File: src/rtl/decode_pkg.sv
// Decode stage shared types: opcode map, instruction field offsets,
// and the pure opcode-to-control decode table.
package decode_pkg;

  localparam logic [3:0] OP_LDI = 4'd8;
  localparam logic [3:0] OP_JMP = 4'd9;
  localparam logic [3:0] OP_BZ  = 4'd10;
  localparam logic [3:0] OP_ST  = 4'd11;
  localparam logic [3:0] OP_LD  = 4'd12;
  localparam logic [3:0] OP_IL0 = 4'd13;
  localparam logic [3:0] OP_IL1 = 4'd14;
  localparam logic [3:0] OP_NOP = 4'd15;

  typedef struct packed {
    logic [3:0] alu_op;
    logic       use_dst;
    logic       use_src1;
    logic       use_src0;
    logic       use_imm;
    logic       reg_we;
    logic       mem_we;
    logic       sel1;
    logic       sel2;
    logic       pc_we;
    logic       illegal;
  } ctrl_t;

  function automatic int opc_hi(input int instr_w);
    return instr_w - 1;
  endfunction

  function automatic int dst_hi(input int instr_w);
    return instr_w - 5;
  endfunction

  function automatic int src1_hi(input int instr_w, input int reg_aw);
    return instr_w - 5 - reg_aw;
  endfunction

  function automatic int src0_hi(input int instr_w, input int reg_aw);
    return instr_w - 5 - 2 * reg_aw;
  endfunction

  function automatic ctrl_t decode(input logic [3:0] opc);
    ctrl_t c;
    c = '0;
    unique case (1'b1)
      !opc[3]: begin
        c.alu_op   = opc;
        c.use_dst  = 1'b1;
        c.use_src1 = 1'b1;
        c.use_src0 = 1'b1;
        c.reg_we   = 1'b1;
      end
      opc == OP_LDI: begin
        c.use_dst = 1'b1;
        c.use_imm = 1'b1;
        c.sel1    = 1'b1;
        c.reg_we  = 1'b1;
      end
      opc == OP_JMP: begin
        c.pc_we = 1'b1;
      end
      opc == OP_BZ: begin
        c.use_src1 = 1'b1;
        c.pc_we    = 1'b1;
      end
      opc == OP_ST: begin
        c.use_src1 = 1'b1;
        c.use_src0 = 1'b1;
        c.mem_we   = 1'b1;
      end
      opc == OP_LD: begin
        c.use_dst  = 1'b1;
        c.use_src1 = 1'b1;
        c.sel2     = 1'b1;
        c.reg_we   = 1'b1;
      end
      opc == OP_IL0 || opc == OP_IL1: begin
        c.illegal = 1'b1;
      end
      opc == OP_NOP: begin
        c = '0;
      end
    endcase
    return c;
  endfunction

endpackage

File: src/rtl/decode_stage_scoreboard.sv
// Busy-bit tracker for in-flight register writes.
// A same-cycle set and clear of one register leaves it busy.
module reg_scoreboard #(
  parameter int REG_AW = 4
) (
  input  logic              clk,
  input  logic              rst,
  input  logic              set_en,
  input  logic [REG_AW-1:0] set_idx,
  input  logic              clr_en,
  input  logic [REG_AW-1:0] clr_idx,
  input  logic [REG_AW-1:0] rd0_idx,
  input  logic [REG_AW-1:0] rd1_idx,
  input  logic [REG_AW-1:0] wr_idx,
  output logic              rd0_busy,
  output logic              rd1_busy,
  output logic              wr_busy
);

  logic [2**REG_AW-1:0] busy;

  always_ff @(posedge clk) begin
    if (rst) begin
      busy <= '0;
    end else begin
      if (clr_en) busy[clr_idx] <= 1'b0;
      if (set_en) busy[set_idx] <= 1'b1;
    end
  end

  assign rd0_busy = busy[rd0_idx];
  assign rd1_busy = busy[rd1_idx];
  assign wr_busy  = busy[wr_idx];

endmodule

File: src/rtl/decode_stage.sv
// Registered instruction decode with valid/ready handshake and
// RAW/WAW interlock against in-flight register writes.
module decode_stage
  import decode_pkg::*;
#(
  parameter int INSTR_W = 32,
  parameter int REG_AW  = 4,
  parameter int IMM_W   = 16,
  parameter int DATA_W  = 40
) (
  input  logic               clk,
  input  logic               rst,
  input  logic               in_valid,
  output logic               in_ready,
  input  logic [INSTR_W-1:0] op,
  output logic               out_valid,
  input  logic               out_ready,
  output logic [3:0]         alu_op,
  output logic [REG_AW-1:0]  dst,
  output logic [REG_AW-1:0]  src1,
  output logic [REG_AW-1:0]  src0,
  output logic               reg_we,
  output logic               mem_we,
  output logic               sel1,
  output logic               sel2,
  output logic               pc_we,
  output logic [IMM_W-1:0]   pc_in,
  output logic [DATA_W-1:0]  data,
  output logic               illegal,
  input  logic               wb_valid,
  input  logic [REG_AW-1:0]  wb_dst
);

  localparam int OH  = opc_hi(INSTR_W);
  localparam int DH  = dst_hi(INSTR_W);
  localparam int S1H = src1_hi(INSTR_W, REG_AW);
  localparam int S0H = src0_hi(INSTR_W, REG_AW);

  logic [3:0]        f_opc;
  logic [REG_AW-1:0] f_dst;
  logic [REG_AW-1:0] f_src1;
  logic [REG_AW-1:0] f_src0;
  logic [IMM_W-1:0]  f_imm;
  ctrl_t             c;

  assign f_opc  = op[OH -: 4];
  assign f_dst  = op[DH -: REG_AW];
  assign f_src1 = op[S1H -: REG_AW];
  assign f_src0 = op[S0H -: REG_AW];
  assign f_imm  = op[IMM_W-1:0];
  assign c      = decode(f_opc);

  logic busy1, busy0, busyd;
  logic clr1, clr0, clrd;
  logic hazard, accept;

  // A retiring writeback this cycle already frees its register.
  assign clr1 = wb_valid && (wb_dst == f_src1);
  assign clr0 = wb_valid && (wb_dst == f_src0);
  assign clrd = wb_valid && (wb_dst == f_dst);

  assign hazard = in_valid &
    ((c.use_src1 & busy1 & ~clr1) |
     (c.use_src0 & busy0 & ~clr0) |
     (c.reg_we   & busyd & ~clrd));

  assign in_ready = ~rst & ~hazard & (~out_valid | out_ready);
  assign accept   = in_valid & in_ready;

  reg_scoreboard #(
    .REG_AW(REG_AW)
  ) u_sb (
    .clk     (clk),
    .rst     (rst),
    .set_en  (accept & c.reg_we),
    .set_idx (f_dst),
    .clr_en  (wb_valid),
    .clr_idx (wb_dst),
    .rd0_idx (f_src1),
    .rd1_idx (f_src0),
    .wr_idx  (f_dst),
    .rd0_busy(busy1),
    .rd1_busy(busy0),
    .wr_busy (busyd)
  );

  always_ff @(posedge clk) begin
    if (rst || (!accept && out_ready)) begin
      out_valid <= 1'b0;
      alu_op    <= '0;
      dst       <= '0;
      src1      <= '0;
      src0      <= '0;
      reg_we    <= 1'b0;
      mem_we    <= 1'b0;
      sel1      <= 1'b0;
      sel2      <= 1'b0;
      pc_we     <= 1'b0;
      pc_in     <= '0;
      data      <= '0;
      illegal   <= 1'b0;
    end else if (accept) begin
      out_valid <= 1'b1;
      alu_op    <= c.alu_op;
      dst       <= c.use_dst  ? f_dst  : '0;
      src1      <= c.use_src1 ? f_src1 : '0;
      src0      <= c.use_src0 ? f_src0 : '0;
      reg_we    <= c.reg_we;
      mem_we    <= c.mem_we;
      sel1      <= c.sel1;
      sel2      <= c.sel2;
      pc_we     <= c.pc_we;
      pc_in     <= c.pc_we ? f_imm : '0;
      data      <= c.use_imm ?
                   {{(DATA_W-IMM_W){1'b0}}, f_imm} : '0;
      illegal   <= c.illegal;
    end
  end

endmodule
File: config.mk
export PLATFORM = sky130hd
export DESIGN_NAME = decode_stage
export DESIGN_NICKNAME = d
export VERILOG_FILES = /design/src/rtl/decode_pkg.sv /design/src/rtl/decode_stage_scoreboard.sv /design/src/rtl/decode_stage.sv
export SDC_FILE = /design/constraint.sdc
export NUM_CORES = 1
export LEC_CHECK = 0
export CORE_MARGIN = 2
export CORE_UTILIZATION = 47
export CTS_CLUSTER_DIAMETER = 50
export DETAILED_ROUTE_END_ITERATION = 6
export GPL_TIMING_DRIVEN = 0
export PLACE_DENSITY = 0.81
export SLEW_MARGIN = 10
export SYNTH_ARGS = -nofsm -noshare
export SYNTH_HDL_FRONTEND = slang
export SYNTH_SLANG_ARGS = --single-unit
File: constraint.sdc
create_clock -name clk -period 5.4 [get_ports clk]
set_input_delay 1.62 -clock clk [delete_from_list [all_inputs] [get_ports clk]]
set_output_delay 1.62 -clock clk [all_outputs]
set_load 0.05 [all_outputs]
==> results of run 1 <==
[registers in the layout (all words and copies together), names as in the netlist]
name	cells
pc_in	16
dst	4
src0	4
sel2	1
src1	4
pc_we	1
sel1	1
out_valid	1
alu_op	3
data	16
reg_we	1
mem_we	1
illegal	1
u_sb.busy	16
[cells in the mapped netlist (6+ instances only)]
master and n:
a41o_1 16, buf_2 8, buf_4 25, clkbuf_1 20
dfxtp_1 70, mux2i_1 54, mux4_2 12, nand2_1 106
nor2_1 19, nor2b_1 23, nor3_1 6, nor3b_1 15
xor2_1 9
[worst paths after layout]
check                    start       end  slack [ps]
setup reg to reg  u_sb.busy[5]  pc_in[5]        2610
hold / removal        data[10]  data[10]         460
setup / recovery     wb_dst[0]  in_ready         110
hold reg to reg       data[10]  data[10]         460
[cell families (layout without fill, tap and decap cells)]
logic type,Yosys count,in the layout,synth area share
AO/OA/AOI/OAI,31,31,0.06990
XOR/XNOR,13,13,0.02958
buffers and inverters,59,162,0.08648
flip-flops,70,70,0.3641
multiplexers,69,69,0.2194
other,1,25,0.0009744
AND/OR/NAND/NOR,189,189,0.2295
[power groups by stage]
stage	Clock, mW	Combinational (mW)	Sequential (mW)
6_report	0.479	0.234	0.526
2_1_floorplan	0	0.143	0.557
4_1_cts	0.483	0.232	0.526
3_3_place_gp	0	0.230	0.538
5_1_grt	0.508	0.248	0.527
3_5_place_dp	0	0.232	0.538
[what timing repair did]
item | 4_1_cts | 5_1_grt
buffers inserted | 0 | 0
resized for setup | 13 | 5
endpoints found under the setup margin | 1 | 1
[worst register-to-register path, cell delays in order (launching register included)]
cell and delay [ps]:
dfxtp_1 340, mux4_2 490, nor2b_1 150, a211o_1 270, a32o_1 300, nor3_2 370
buf_2 330, buf_6 220, mux2i_1 240
[metrics by stage]
stage / hold slack (ps) / util / worst slack [ps] / std cells
2_1_floorplan: 601.0 / - / 215.0 / 456
3_3_place_gp: 441.1 / 0.6118 / -707.8 / 649
3_5_place_dp: 450.7 / 0.6118 / -735.5 / 649
4_1_cts: 462.2 / 0.6398 / 95.69 / 664
5_1_grt: 481.7 / 0.6407 / 10.38 / 664
6_report: 461.3 / 0.6407 / 108.9 / 664
[layout make-up]
type                    instances  share of cell area
multi-input cells             327              0.4269
flip-flops and latches         70              0.2703
repair buffers                 88              0.1701
plain buffers                  54             0.06129
clock buffers                  10             0.02654
well taps                     105             0.02534
clock inverters                 5             0.01593
inverters                       5            0.003620
[cell usage in the layout (no fill, tap or decap), types with 9 or more instances in the layout]
cell and count:
clkdlybuf4s50_1 83, nor2b_1 22, nand2_1 106, dfxtp_1 70
mux2i_1 54, xor2_1 9, a41o_1 16, nor2_1 19
clkbuf_8 10, buf_4 25, clkbuf_1 17, mux4_2 12
nor3b_1 15, buf_2 9, conb_1 25
[routing by layer]
metal / global-route usage / up-vias
met1: 0.3052 / 1653
met5: 0 / -
met2: 0.3875 / 152
met3: 0.03911 / 21
li1: - / 1694
met4: 0.1135 / 0
==> impl_results.md, run 1 <==
- Latest clock arrival within the worst-skew pair: 360 ps
- Switching share of power: 0.2913
- # fillers: 684
- # diodes: 0
- Hold Path Class: reg -> reg
- Via count: approximately 3500
- RSZ-0062 raised after global routing: false
- Worst path arrival time: ~3700 ps
- Slew Limit Fails: 0
- All-Layer GR Usage: 0.2369
- Longest Clk Path Bufs: 2
- Reg clk slew, reported paths: ~80 ps
- HPWL Detailed: about 8 mm
- Wire per inst: between 15 and 20 um
- Max incr delay on CP: 520 ps
- Cell Area, Synth: 3849 sq um
- Startpoint Class: primary input
- Initial DRC count: 149
- Share of the yosys chip area belonging to registers: 0.3641
- Cell Area, Placed: 4951 sq um
- Multi-input logic area: ~2200 sq um
- Worst Skew: 11.00 ps
- Initial core utilization: 0.4756
- Crit path max-delay cell type: clkdlybuf4s50_1
- PwrDens: around 240 nW/um^2
- Crit path max-delay family: buffers and inverters
- Cts bufs inserted: 9
- Met3 WL: 765 um
- Kind of critical path: in -> out
- CTS Hold Bufs: 0
- Top cells by area, synth: dfxtp_1, mux2i_1, nand2_1, mux4_2, buf_4
- Status: complete, no violations
- Internal power: 0.8786 mW
- Area Growth Syn to Fin: 34.72%
- Slew HR: 0.6183
- Met2 WL post-DR: 5.127 mm
- Reg area: roughly 1400 sq um
- Peak Freq: 189.0 MHz
- Clock Power Share: 0.386
- Logic gate share of total power: 0.189
- CP Cell Sequence: clkdlybuf4s50_1 -> buf_2 -> xor2_1 -> nor3_1 -> a32oi_1 -> a32o_1 -> o21ai_0 -> and2_1 -> clkbuf_4
- Chip Height: 94.49 um
- Num ports: approximately 120
- Area leader, netlist: dfxtp_1
- Top FF cell, synth: dfxtp_1
- Average footprint of a synthesized cell: between 8 and 9 sq um
- Max VDD drop: roughly 110 uV
- CTS root buf: clkbuf_8
- DR top layer: met4
- Final Hold Fails: 0
- Measured slew at the worst slew-check pin: 572.6 ps
- Crit Path Max Fanout: 10
- Flop and latch count out of synthesis: 70
- I/O Buffers: 88
- Worst hold path stage count: 2
- GRT overflow: 0
- Sequential share of power: 0.424
- Vias in the first global route: 3317
- Setup TNS: 0 ps
- Placer congestion estimate: 0.9502
- Crit share post-route: 0.9798
- H-tree Lvls: 3
- Core area: 8093 sq um
- WP data required: between 3000 and 4000 ps
- First-pass GRT wire length: around 16 mm
- Setup crit end kind: output port
- TritonCTS clock tree: done
- Drt total wl: 10.53 mm
- Post-synth ARST share: 0
- Total Power: 1.240 mW
- Synth top area share: 0.3641
- Net Sw Power: roughly 0.36 mW
- FF-to-FF path depth: 8
- Largest net degree at the start of global routing: 13
- Routed Antenna Nets: 0
- Pleak: around 2.1 nW
- Distinct cell type count after synthesis: 36
- Synth warn: 0
- CP bufs+invs: 3
- Instance count on the critical path: 9
- Vias per cell: 5.301
- Max_cap viols: 0
- CTS Sinks: 70
- WL met1: 4.400 mm
- Post-synth EDFFs: 0
- Final setup violation count: 0
- Layout Nets: 596
- Antenna violations before repair: 0
- Post-layout min period: roughly 5300 ps
- Layout cell share with drive strength beyond 1: 0.1306
- Num rows: 33
- DRT Pass-1 Iters: 4
- Design area: 5185 sq um
- Die width: 94.49 um
- Post-Synthesis Cells: around 430
- Die area: 8928 sq um
- DRC viols: 0
(Power assumes the default switching activity.)
==> inputs of run 2 (changes only) <==
--- a/config.mk
+++ b/config.mk
@@ -8,6 +8,7 @@
 export CORE_MARGIN = 2
 export CORE_UTILIZATION = 47
 export CTS_CLUSTER_DIAMETER = 50
+export CTS_CLUSTER_SIZE = 12
 export DETAILED_ROUTE_END_ITERATION = 6
 export GPL_TIMING_DRIVEN = 0
 export PLACE_DENSITY = 0.81
==> constraint.sdc (replaced) <==
create_clock -name clk -period 5.1 [get_ports clk]
set_input_delay 1.53 -clock clk [delete_from_list [all_inputs] [get_ports clk]]
set_output_delay 1.53 -clock clk [all_outputs]
set_load 0.05 [all_outputs]
==> run 2 against run 1 <==
  * Register-to-register slack worse by 290 ps
  * Sequential power is 5.9% higher
  * Flip-flop and latch count unchanged
  * Largest power group unchanged
==> impl_results.md, run 2 (synthesized netlist as in run 1, its figures left out) <==
- Setup slack, reg-to-reg: 2320 ps (-290 ps)
- Worst path arrival time: 3470 ps (-200 ps)
- First-pass GRT wire length: 16.34 mm (about the same)
- Reg2reg start: u_sb.busy[5]
- Largest net degree at the start of global routing: 13 (unchanged)
- Initial core utilization: 0.4756 (unchanged)
- Kind of critical path: in -> out
- Vias per cell: 5.297 (about the same)
- Internal power: 0.9314 mW (+6.0%)
- # diodes: 0 (unchanged)
- Wire per inst: 15.75 um (-0.68%)
- Post-layout min period: 4998 ps
- GRT overflow: 0 (unchanged)
- Sequential share of power: 0.425 (about the same)
- Area Growth Syn to Fin: 35.01%
- Max VDD drop: 116.1 uV (+3.7%)
- Switching share of power: 0.2896 (-0.001623)
- Cts bufs inserted: 9 (unchanged)
- Routed Antenna Nets: 0 (unchanged)
- Setup bufs post-CTS: 0 (unchanged)
- H-tree Lvls: 3 (unchanged)
- Worst Skew: 10.37 ps (-0.6306 ps)
- FF-to-FF path depth: 8 (unchanged)
- Latest clock arrival within the worst-skew pair: 350 ps (about the same)
- Placement Setup Slack: -855.5 ps (-120.0 ps)
- TritonCTS clock tree: done
- CTS Hold Bufs: 0 (unchanged)
- PwrDens: 252.3 nW/um^2 (+5.5%)
- Drt total wl: 10.46 mm (-0.68%)
- Final Hold Fails: 0 (unchanged)
- Num rows: 33 (unchanged)
- Crit share post-route: 0.9800
- Hold Path End: data[10]
- Total Power: 1.311 mW (+5.8%)
- DRC viols: 0 (unchanged)
- Pleak: 2.088 nW (+0.29%)
- Die width: 94.49 um (unchanged)
- WP data required: 3570 ps (-210 ps)
- Net Sw Power: 0.3798 mW (+5.2%)
- Final setup violation count: 0 (unchanged)
- Slew Limit Fails: 0 (unchanged)
- Setup crit end kind: output port
- Startpoint Class: primary input
- Peak Freq: 200.1 MHz
- Crit Path Max Fanout: 6 (-4)
- Measured slew at the worst slew-check pin: 571.9 ps (-0.7085 ps)
- DRT Pass-1 Iters: 5 (+1)
- Registers with the most flip-flops: data: 16 flops, pc_in: 16 flops, u_sb.busy: 16 flops
- Commonest cells after routing, fill and taps aside: nand2_1, clkdlybuf4s50_1, dfxtp_1, mux2i_1
- Most common cell after layout, fill and taps aside: nand2_1
- HPWL Detailed: 7.955 mm (unchanged)
- Util after Layout: 0.6421 (+0.001391)
- Reg2reg end: pc_in[5]
- Setup WS post-layout: 101.9 ps (-6.977 ps)
- Setup TNS: 0 ps (unchanged)
- Die area: 8928 sq um (unchanged)
- Max_cap viols: 0 (unchanged)
- Initial DRC count: 155 (+4.0%)
- Slew HR: 0.6179 (about the same)
- Layout Nets: 596 (unchanged)
- Placer congestion estimate: 0.9502 (unchanged)
- Hold Path Class: reg -> reg
- I/O Buffers: 88 (unchanged)
- Core area: 8093 sq um (unchanged)
- Status: complete, no violations
- Clock Power Share: 0.385 (about the same)
- # fillers: 684 (unchanged)
- Longest Clk Path Bufs: 2 (unchanged)
- Via count: 3517 (-0.085%)
- Layout cell share with drive strength beyond 1: 0.1360 (+0.005367)
- Num ports: 121 (unchanged)
- Min-delay src: data[10]
- Logic gate share of total power: 0.190 (about the same)
- Reg clk slew, reported paths: 80 ps (about the same)
- All-Layer GR Usage: 0.2367 (about the same)
- Chip Height: 94.49 um (unchanged)
- CTS root buf: clkbuf_8
- Worst hold path stage count: 2 (unchanged)
- Vias in the first global route: 3315 (-0.060%)
- CTS Sinks: 70 (unchanged)
- Antenna violations before repair: 0 (unchanged)
==> run 2: final cells by class <==
| type | count | area, sq um | area share |
|---|---|---|---|
| flip-flops and latches | 70 | 1401 | 0.2697 |
| well taps | 105 | 131.4 | 0.02528 |
| multi-input cells | 327 | 2217 | 0.4267 |
| inverters | 5 | 18.77 | 0.003612 |
| clock buffers | 10 | 137.6 | 0.02649 |
| plain buffers | 54 | 326.6 | 0.06285 |
| repair buffers | 88 | 880.8 | 0.1695 |
| clock inverters | 5 | 82.58 | 0.01589 |
==> run 2: critical path, cell delays in order <==
cell	delay [ps]
clkbuf_4	190
mux4_2	530
nor2b_1	150
a211o_1	270
a32o_1	300
o21ai_0	170
and2_1	170
buf_6	160
==> run 2: stage by stage <==
step                cell area [sq um]  hold WS (ps)  instances
floorplan                        3939         601.0        456
global placement                 4951         441.1        649
detailed placement               4951         450.7        649
CTS                              5180         462.2        664
global route                     5196         481.7        664
finish                           5196         458.6        664
==> run 2: what timing repair did <==
| action | CTS | global route |
|---|---|---|
| gates resized for setup | 14 | 13 |
| endpoints found under the setup margin | 1 | 1 |
| hold endpoints to repair | 0 | 0 |
| pin swaps | 0 | 1 |
==> run 2: how the worst max path moves through the flow <==
stage	from	end	slack, ps	cells past startpoint
2_1_floorplan	op[24]	in_ready	90	7
3_3_place_gp	op[22]	in_ready	-830	8
3_5_place_dp	op[22]	in_ready	-860	8
4_1_cts	op[20]	in_ready	40	8
5_1_grt	wb_dst[0]	in_ready	-0.6	9
6_report	op[20]	in_ready	100	8
==> run 2: power groups by stage <==
stage	Sequential, mW	Clock [mW]	Combinational (mW)
after floorplan	0.589	0	0.151
after global placement	0.570	0	0.243
after detailed placement	0.570	0	0.245
after CTS	0.557	0.512	0.246
after global routing	0.558	0.538	0.264
final	0.557	0.505	0.249
==> run 2: routing by layer <==
metal / vias up / part of all wire / GRT usage
met5: - / 0 / 0
met1: 1657 / 0.42 / 0.3047
li1: 1684 / - / -
met2: 151 / 0.49 / 0.3875
met4: 0 / 0.026 / 0.1135
met3: 25 / 0.072 / 0.03911
